### src/rtl/if_network_ctrl.sv
// Inference sequencer for the IF spiking network: latches input intensities,
// resets the network, rate-codes spikes for a fixed window and reports the winner.
module if_network_ctrl #(
  parameter int NUM_INPUTS          = 4,
  parameter int NUM_OUTPUTS         = 1,
  parameter int NUM_STEPS           = 64,
  parameter int DRAIN_CYCLES        = 2,
  parameter int INTENSITY_BITS      = 8,
  parameter int COUNT_BITS          = 8,
  parameter logic [15:0] LFSR_SEED  = 16'hACE1
) (
  input  logic                                  clk,
  input  logic                                  rst,
  input  logic                                  start,
  input  logic [NUM_INPUTS*INTENSITY_BITS-1:0]  intensity,
  output logic                                  net_rst,
  output logic [NUM_INPUTS-1:0]                 spike_in_o,
  input  logic [NUM_OUTPUTS-1:0]                spike_out_i,
  output logic                                  busy,
  output logic                                  done,
  output logic [NUM_OUTPUTS*COUNT_BITS-1:0]     spike_count,
  output logic [((NUM_OUTPUTS > 1) ? $clog2(NUM_OUTPUTS) : 1)-1:0] winner,
  output logic                                  winner_valid
);
  localparam int WW   = (NUM_OUTPUTS > 1) ? $clog2(NUM_OUTPUTS) : 1;
  localparam int MAXA = (NUM_STEPS > DRAIN_CYCLES) ? NUM_STEPS : DRAIN_CYCLES;
  localparam int MAXC = (MAXA > NUM_OUTPUTS) ? MAXA : NUM_OUTPUTS;
  localparam int SW   = $clog2(MAXC + 1);
  localparam logic [SW-1:0] LAST_STEP  = SW'(NUM_STEPS - 1);
  localparam logic [SW-1:0] LAST_DRAIN = (DRAIN_CYCLES > 0) ? SW'(DRAIN_CYCLES - 1) : '0;
  localparam logic [SW-1:0] LAST_SCAN  = SW'(NUM_OUTPUTS - 1);
  localparam logic [INTENSITY_BITS-1:0] INT_MAX = '1;
  localparam logic [COUNT_BITS-1:0]     CNT_MAX = '1;

  typedef enum logic [2:0] {IDLE, CLEAR, RUN, DRAIN, ARGMAX, DONE} state_t;

  state_t                 state_reg;
  logic [SW-1:0]          step_reg;
  logic                   busy_reg;
  logic                   done_reg;
  logic [WW-1:0]          winner_reg;
  logic                   valid_reg;
  logic [COUNT_BITS-1:0]  max_reg;
  logic [WW-1:0]          best_reg;
  logic [COUNT_BITS-1:0]  scan_count;
  logic                   scan_better;
  logic [COUNT_BITS-1:0]  max_next;
  logic [WW-1:0]          best_next;
  logic                   start_accept;
  logic                   counting;

  assign start_accept = (state_reg == IDLE) && start;
  assign counting     = (state_reg == RUN) || (state_reg == DRAIN);
  assign net_rst      = rst || (state_reg == CLEAR);
  assign busy         = busy_reg;
  assign done         = done_reg;
  assign winner       = winner_reg;
  assign winner_valid = valid_reg;

  // Per-channel rate encoder: latched intensity compared against a private LFSR.
  generate
    for (genvar gi = 0; gi < NUM_INPUTS; gi++) begin : ch_g
      localparam logic [15:0] CH_SEED = LFSR_SEED ^ 16'(gi + 1);
      logic [15:0]               lfsr_reg;
      logic [INTENSITY_BITS-1:0] lat_int_reg;

      always_ff @(posedge clk) begin
        if (rst) begin
          lfsr_reg    <= CH_SEED;
          lat_int_reg <= '0;
        end else if (start_accept) begin
          lfsr_reg    <= CH_SEED;
          lat_int_reg <= intensity[gi*INTENSITY_BITS +: INTENSITY_BITS];
        end else if (state_reg == RUN) begin
          lfsr_reg <= lfsr_reg[0] ? ((lfsr_reg >> 1) ^ 16'hB400) : (lfsr_reg >> 1);
        end
      end

      assign spike_in_o[gi] = (state_reg == RUN) &&
                              ((lat_int_reg == INT_MAX) ||
                               (lfsr_reg[INTENSITY_BITS-1:0] < lat_int_reg));
    end

    for (genvar gi = 0; gi < NUM_OUTPUTS; gi++) begin : out_g
      logic [COUNT_BITS-1:0] count_reg;

      always_ff @(posedge clk) begin
        if (rst || start_accept) begin
          count_reg <= '0;
        end else if (counting && spike_out_i[gi] && (count_reg != CNT_MAX)) begin
          count_reg <= count_reg + 1'b1;
        end
      end

      assign spike_count[gi*COUNT_BITS +: COUNT_BITS] = count_reg;
    end
  endgenerate

  // During ARGMAX the step counter doubles as the neuron index being examined.
  always_comb begin
    scan_count = '0;
    for (int j = 0; j < NUM_OUTPUTS; j++) begin
      if (step_reg == SW'(j)) scan_count = spike_count[j*COUNT_BITS +: COUNT_BITS];
    end
  end

  assign scan_better = scan_count > max_reg;
  assign max_next    = scan_better ? scan_count : max_reg;
  assign best_next   = scan_better ? step_reg[WW-1:0] : best_reg;

  always_ff @(posedge clk) begin
    if (rst) begin
      state_reg  <= IDLE;
      step_reg   <= '0;
      busy_reg   <= 1'b0;
      done_reg   <= 1'b0;
      winner_reg <= '0;
      valid_reg  <= 1'b0;
      max_reg    <= '0;
      best_reg   <= '0;
    end else begin
      done_reg <= 1'b0;
      case (state_reg)
        IDLE: begin
          if (start) begin
            state_reg  <= CLEAR;
            busy_reg   <= 1'b1;
            winner_reg <= '0;
            valid_reg  <= 1'b0;
            max_reg    <= '0;
            best_reg   <= '0;
            step_reg   <= '0;
          end
        end
        CLEAR: begin
          state_reg <= RUN;
          step_reg  <= '0;
        end
        RUN: begin
          if (step_reg == LAST_STEP) begin
            step_reg  <= '0;
            state_reg <= (DRAIN_CYCLES > 0) ? DRAIN : ARGMAX;
          end else begin
            step_reg <= step_reg + 1'b1;
          end
        end
        DRAIN: begin
          if (step_reg == LAST_DRAIN) begin
            step_reg  <= '0;
            state_reg <= ARGMAX;
          end else begin
            step_reg <= step_reg + 1'b1;
          end
        end
        ARGMAX: begin
          max_reg  <= max_next;
          best_reg <= best_next;
          if (step_reg == LAST_SCAN) begin
            state_reg  <= DONE;
            done_reg   <= 1'b1;
            winner_reg <= best_next;
            valid_reg  <= (max_next != '0);
          end else begin
            step_reg <= step_reg + 1'b1;
          end
        end
        DONE: begin
          state_reg <= IDLE;
          busy_reg  <= 1'b0;
        end
        default: state_reg <= IDLE;
      endcase
    end
  end
endmodule

### config.mk
export PLATFORM = sky130hd
export DESIGN_NAME = if_network_ctrl
export DESIGN_NICKNAME = d
export VERILOG_FILES = /design/src/rtl/if_network_ctrl.sv
export SDC_FILE = /design/constraint.sdc
export NUM_CORES = 1
export LEC_CHECK = 0
export CORE_UTILIZATION = 40
export DETAILED_ROUTE_END_ITERATION = 10
export PLACE_DENSITY = 0.73
export SLEW_MARGIN = 0
export SYNTH_ARGS = -nofsm -noshare
export SYNTH_HDL_FRONTEND = slang
export SYNTH_SLANG_ARGS = --single-unit
### constraint.sdc
create_clock -name clk -period 2.25 [get_ports clk]
set_input_delay 0.5625 -clock clk [delete_from_list [all_inputs] [get_ports clk]]
set_output_delay 0.5625 -clock clk [all_outputs]
set_load 0.01 [all_outputs]
==> impl_metrics.tcl, run 1 <==
set metrics [dict create \
    status "complete, but fails checks" \
    failed_checks "negative setup slack" \
    p_leak_nw 3.19 \
    synth_most_common_cell "nand2_1" \
    wl_met3_um 355 \
    fin_ws_ns -0.178 \
    wl_per_cell_um 12.7 \
    io_pins 53 \
    yosysWarnings 0 \
    drt_iter0_markers 236 \
    slowest_delay_ns 0.33 \
    synthDistinctLibCells 46 \
    routed_wl_um 13300 \
    syn2layout_area_growth_pct 34.7 \
    antenna_found_initial 0 \
    cts.sinks 127 \
    cts_root_buf "clkbuf_16" \
    grt_max_degree 69 \
    synth_xor_xnor_area_share_pct 3.52 \
    wl_met1_um 6040 \
    insertion_delay_ns 0.42 \
    p_switching_mw 1.47 \
    synth_nets 821 \
    fin_total_pwr_mw 5.97 \
    rsz0062_at_grt "yes" \
    viasPerCell 4.99 \
    worstSetupPathType "reg -> reg" \
    grt-ovfl-total 0 \
    antennaDiodeCount 0 \
    setup_viol 13 \
    grt_pass1_vias 4771 \
    end_kind "flip-flop" \
    power_frac_seq_pct 40.7 \
    swShare_pct 24.6 \
    crit_chain "inv_2, ha_4, and3_4, buf_12, and2_4, ha_4, nand4_1, buf_4, a211oi_4, o21ba_2, mux2i_1" \
    via_count 5234 \
    r2r-start "step_reg[1]$_SDFFE_PP0P_" \
    synthSimpleGateAreaFrac_pct 24.1 \
    cts_made_buffers 17 \
    cts_tree "built" \
    synth.cells.most_frequent "195 x nand2_1, 127 x dfxtp_1, 78 x a21oi_1" \
    drive_above_1_share_pct 22.7 \
    r2r_slack_ns -0.18 \
    maxUsedRoutingLayer "met4" \
    clk_pin_slew_ns 0.06 \
    dr_wl_met2_um 6590 \
    synth-edff-count 0 \
    slowest_stage "dfxtp_2" \
    final_util_pct 55.4 \
    dp_hpwl_um 8680 \
    combPwrFrac_pct 13.4 \
    htreeDepth 4 \
    fp.coreArea_um2 14500 \
    async_reset_ff_share_pct 0 \
    crit_required_ns 2.60 \
    yosysSeqAreaShare_pct 42.6 \
    synth_cells 745 \
    worst_slew_pin_slew_ns 0.645 \
    min_period_over_period_pct 108 \
    largest_register_ffs 64 \
    grt_pass1_wl_um 22000 \
    synthesis.area_um2 5970 \
    synth_area_leaders "dfxtp_1 43%, nand2_1 12%, ha_1 8.4%" \
    port_buffers 52 \
    die_y_um 124 \
    slew_viol_final 0 \
    die_x_um 124 \
    skew_ns 0.00640 \
    clockBufferDepth 2 \
    gp_congestion 0.826 \
    ant_nets 0 \
    final_net_count 928 \
    synth-adder-area-share_pct 8.38 \
    max_slew_margin_pct 57.0 \
    yosysTopAreaCell "dfxtp_1" \
    start_util_pct 41.1 \
    synthDominantCellAreaShare_pct 42.6 \
    clkPwrFrac_pct 45.9 \
    max_cap_violations 0 \
    syn_avg_cell_area_um2 8.02 \
    min_from "ch_g[2].lfsr_reg[9]$_SDFFE_PP0P_" \
    crit_fanout 4 \
    ir_drop_uv 506 \
    crit_arrival_ns 2.78 \
    synth_top_family_by_area "simple AND/OR/NAND/NOR gates" \
    synth_compound_area_share_pct 13.7 \
    die_area_um2 15400 \
    power_density_nw_per_um2 742 \
    drt_first_pass_iters 4 \
    min_period_ns 2.43 \
    internal-power_mw 4.50 \
    rows 44 \
    fmax_mhz 412 \
    drc 0 \
    muxShareOfSynthArea_pct 0.503 \
    hold_viol 0 \
    start_kind "flip-flop" \
    synthFlopType "dfxtp_1" \
    crit_start "step_reg[1]$_SDFFE_PP0P_" \
    hold_path.class "reg -> reg" \
    crit_top_cell "ha_4" \
    ys_seq_elements 127 \
    grt.total_usage_pct 18.5 \
]
-- path summary, 6_finish.rpt --
kind                                                    endpoint  depth (start not counted)
worst max-delay path                       best_reg$_SDFFE_PP0P_                         11
worst max register to register             best_reg$_SDFFE_PP0P_                         11
worst min register to register  ch_g[2].lfsr_reg[8]$_SDFFE_PP0P_                          2
worst min-delay path            ch_g[2].lfsr_reg[8]$_SDFFE_PP0P_                          2
-- layer usage --
layer / track usage (%) / vias up
met3: 4.12 / 20
met5: 0 / -
met1: 23.3 / 2426
li1: - / 2720
met4: 8.04 / 0
met2: 30.4 / 68
-- power by group through the flow --
| stage | logic (mW) | registers [mW] | clock network [mW] |
|---|---|---|---|
| final | 0.800 | 2.43 | 2.74 |
| after global routing | 0.899 | 2.44 | 2.91 |
| after CTS | 0.779 | 2.43 | 2.79 |
| after detailed placement | 0.747 | 2.47 | 0 |
| after global placement | 0.728 | 2.47 | 0 |
| after floorplan | 0.471 | 2.46 | 0 |
-- cell families (layout without fill, tap and decap cells) --
logic type                 count (synthesis)  after routing
DFF                                      127            127
adders and majority gates                 40             40
AOI/OAI and AO/OA                        135            136
and+or+nand+nor                          325            326
xor gates and xnor gates                  24             24
muxes                                      3              3
buffers and inverters                     91            209
-- cells in the final DEF (no fill, tap or decap), types with 9 or more instances in the layout --
master and count:
a21o_1 12, a21oi_1 70, buf_4 71, clkbuf_16 17
clkdlybuf4s50_1 46, dfxtp_1 106, dfxtp_2 21, ha_1 26
ha_4 14, inv_1 39, inv_2 9, nand2_1 194
nand3_1 37, nand4_1 16, nor2_1 34, o211ai_1 11
xnor2_1 19
-- per-stage QoR --
step | cells | TNS, ns | hold slack, ns | cell area (um^2) | worst slack, ns
2_1_floorplan | 745 | -0.569 | 0.429 | 6010 | -0.0787
3_3_place_gp | 1010 | -0.702 | 0.439 | 7110 | -0.196
3_5_place_dp | 1010 | -1.12 | 0.448 | 7110 | -0.209
4_1_cts | 1043 | -0.394 | 0.454 | 7920 | -0.0686
5_1_grt | 1049 | -3.47 | 0.475 | 8050 | -0.348
6_report | 1049 | -1.81 | 0.453 | 8050 | -0.178
-- area by class of cell --
type | count | area, um^2
inverters | 48 | 180
clock buffers | 22 | 454
well taps | 184 | 230
repair buffers | 129 | 1140
fillers | 1339 | 6490
clock inverters | 10 | 138
flip-flops and latches | 127 | 2570
multi-input cells | 529 | 3340
-- worst max-delay path: cells and delay by family, from the launching register on --
family	cells	cell delay [ns]
compound gates	2	0.60
mux	1	0.18
simple gates	3	0.47
flops	1	0.33
fa+ha+maj	2	0.42
buf+inv	3	0.35
-- timing repair --
action | in CTS | in global routing
endpoints found under the setup margin | 16 | 15
setup buffers | 0 | 6
resized for setup | 66 | 23
hold buffers | 0 | 0
cloned | 2 | 0
pin swaps | 40 | 25
Note: power is estimated with default switching activity, not from simulation.
==> run 2: changes to the inputs <==
- HOLD_SLACK_MARGIN: not set -> 0.06
- SKIP_CTS_REPAIR_TIMING: not set -> 1
==> run 2 against run 1 <==
  * The flow still finishes with violations (negative setup slack)
  * Register-to-register slack gained 0.10 ns
  * Clock power is essentially flat
  * Critical path depth is the same
  * Wire length shrank 1.8%
  * Clock-buffer cell count is the same
  * Sequential share of layout area is essentially flat
  * Die area is the same
==> impl_metrics.tcl, run 2 (synthesized netlist as in run 1, its figures left out) <==
set metrics [dict create \
    die_y_um 124 \
    dp_hpwl_um 8680 \
    insertion_delay_ns 0.42 \
    crit_buf_inv 3 \
    fin_total_pwr_mw 5.95 \
    fin_ws_ns -0.0758 \
    end_kind "flip-flop" \
    setup_viol 11 \
    largest_register_ffs 64 \
    gp_congestion 0.826 \
    grt_pass1_wl_um 21200 \
    crit_chain "inv_2, ha_4, and3_4, and2_4, ha_4, nand4_1, a211oi_2, buf_4, o21ai_4, buf_12, o32ai_1" \
    worstSetupPathType "reg -> reg" \
    max_slew_margin_pct 56.6 \
    start_kind "flip-flop" \
    drt_first_pass_iters 4 \
    rows 44 \
    worstRegToRegCells 11 \
    cts.sinks 127 \
    drc 0 \
    final_cell_mix "194 x nand2_1, 109 x dfxtp_1, 72 x buf_4" \
    worst_slew_pin_slew_ns 0.651 \
    wl_per_cell_um 12.4 \
    slowest_stage "a211oi_2" \
    io_pins 53 \
    slowest_delay_ns 0.36 \
    grt_max_degree 69 \
    routed_wl_um 13000 \
    power_density_nw_per_um2 740 \
    htreeDepth 4 \
    start_util_pct 41.1 \
    hold_path.class "reg -> reg" \
    die_area_um2 15400 \
    r2r_end "max_reg[7]$_SDFFE_PP0P_" \
    min_path_cells 2 \
    status "complete, but fails checks" \
    fmax_mhz 430 \
    viasPerCell 4.97 \
    crit_top_cell "ha_4" \
    die_x_um 124 \
    final_net_count 926 \
    final_util_pct 55.3 \
    grt-ovfl-total 0 \
    cts_tree "built" \
    cpLargestDelayFamily "compound AO/OA/AOI/OAI gates" \
    ant_nets 0 \
    port_buffers 52 \
    antennaDiodeCount 0 \
    skew_ns 0.00584 \
    rsz0062_at_grt "yes" \
    cts_made_buffers 17 \
    crit_required_ns 2.57 \
    failed_checks "negative setup slack" \
    dp_slack_ns -0.209 \
    min_period_ns 2.33 \
    antenna_found_initial 0 \
    max_cap_violations 0 \
    grt.total_usage_pct 17.8 \
    drt_iter0_markers 262 \
    slew_viol_final 0 \
    via_count 5202 \
    p_leak_nw 3.20 \
    min_period_over_period_pct 103 \
    hold_end "ch_g[0].lfsr_reg[14]$_SDFFE_PP0P_" \
    crit_arrival_ns 2.64 \
    hold_viol 0 \
    r2r-start "step_reg[1]$_SDFFE_PP0P_" \
    crit_fanout 9 \
    r2r_slack_ns -0.08 \
    clockBufferDepth 2 \
    drive_above_1_share_pct 22.1 \
    fp.coreArea_um2 14500 \
    clk_pin_slew_ns 0.05 \
    final_common_cell "nand2_1" \
    syn2layout_area_growth_pct 34.5 \
    min_from "ch_g[0].lfsr_reg[15]$_SDFFE_PP1P_" \
    ir_drop_uv 507 \
    cts_root_buf "clkbuf_16" \
    grt_pass1_vias 4708 \
]
[run 2: cell types whose count changed in the layout (fill, tap and decap cells not counted), sizes merged]
cell / change
dlymetal6s2s: +1
dlygate4sd2: -1
and3: -1
o21ba: -1
[run 2: where the power goes]
part / switching [mW] / internal (mW)
logic: 0.421 / 0.365
registers: 0.0686 / 2.36
clock network: 0.966 / 1.77
[run 2: routing by layer]
metal / global-route usage (%) / vias up / share of wire [%]
met4: 8.41 / 0 / 2.3
met2: 29.2 / 70 / 50
met3: 4.12 / 21 / 2.7
met1: 21.8 / 2399 / 45
met5: 0 / - / 0
li1: - / 2712 / -
[run 2: worst min-delay path, cell delays in order, from the launching register on]
cell and delay (ns):
dfxtp_1 0.31, nand2_1 0.05, a21oi_1 0.05
[run 2: worst max path at each step]
stage / startpoint / endpoint / slack (ns) / cells after the start
3_3_place_gp: ch_g[2].lat_int_reg[4]$_SDFFE_PP0P_ / spike_in_o[2] / -0.20 / 8
6_report: step_reg[1]$_SDFFE_PP0P_ / max_reg[7]$_SDFFE_PP0P_ / -0.08 / 11
3_5_place_dp: ch_g[2].lat_int_reg[4]$_SDFFE_PP0P_ / spike_in_o[2] / -0.21 / 8
5_1_grt: step_reg[1]$_SDFFE_PP0P_ / max_reg[7]$_SDFFE_PP0P_ / -0.18 / 12
2_1_floorplan: step_reg[0]$_SDFFE_PP0P_ / best_reg$_SDFFE_PP0P_ / -0.08 / 12
4_1_cts: ch_g[2].lat_int_reg[4]$_SDFFE_PP0P_ / spike_in_o[2] / -0.66 / 8
[run 2: through the flow]
stage / hold WS, ns / setup TNS, ns / instance area [um^2] / cells
3_3_place_gp: 0.439 / -0.702 / 7110 / 1010
3_5_place_dp: 0.448 / -1.12 / 7110 / 1010
6_report: 0.455 / -0.395 / 8030 / 1047
2_1_floorplan: 0.429 / -0.569 / 6010 / 745
5_1_grt: 0.475 / -1.94 / 8030 / 1047
4_1_cts: 0.454 / -3.18 / 7700 / 1042
[run 2: layout make-up]
class	instances	area, um^2
Timing Repair Buffer	129	1140
Fill cell	1333	6500
Tap cell	184	230
Multi-Input combinational cell	527	3330
Inverter	48	180
Sequential cell	127	2560
Clock buffer	22	454
Clock inverter	10	138
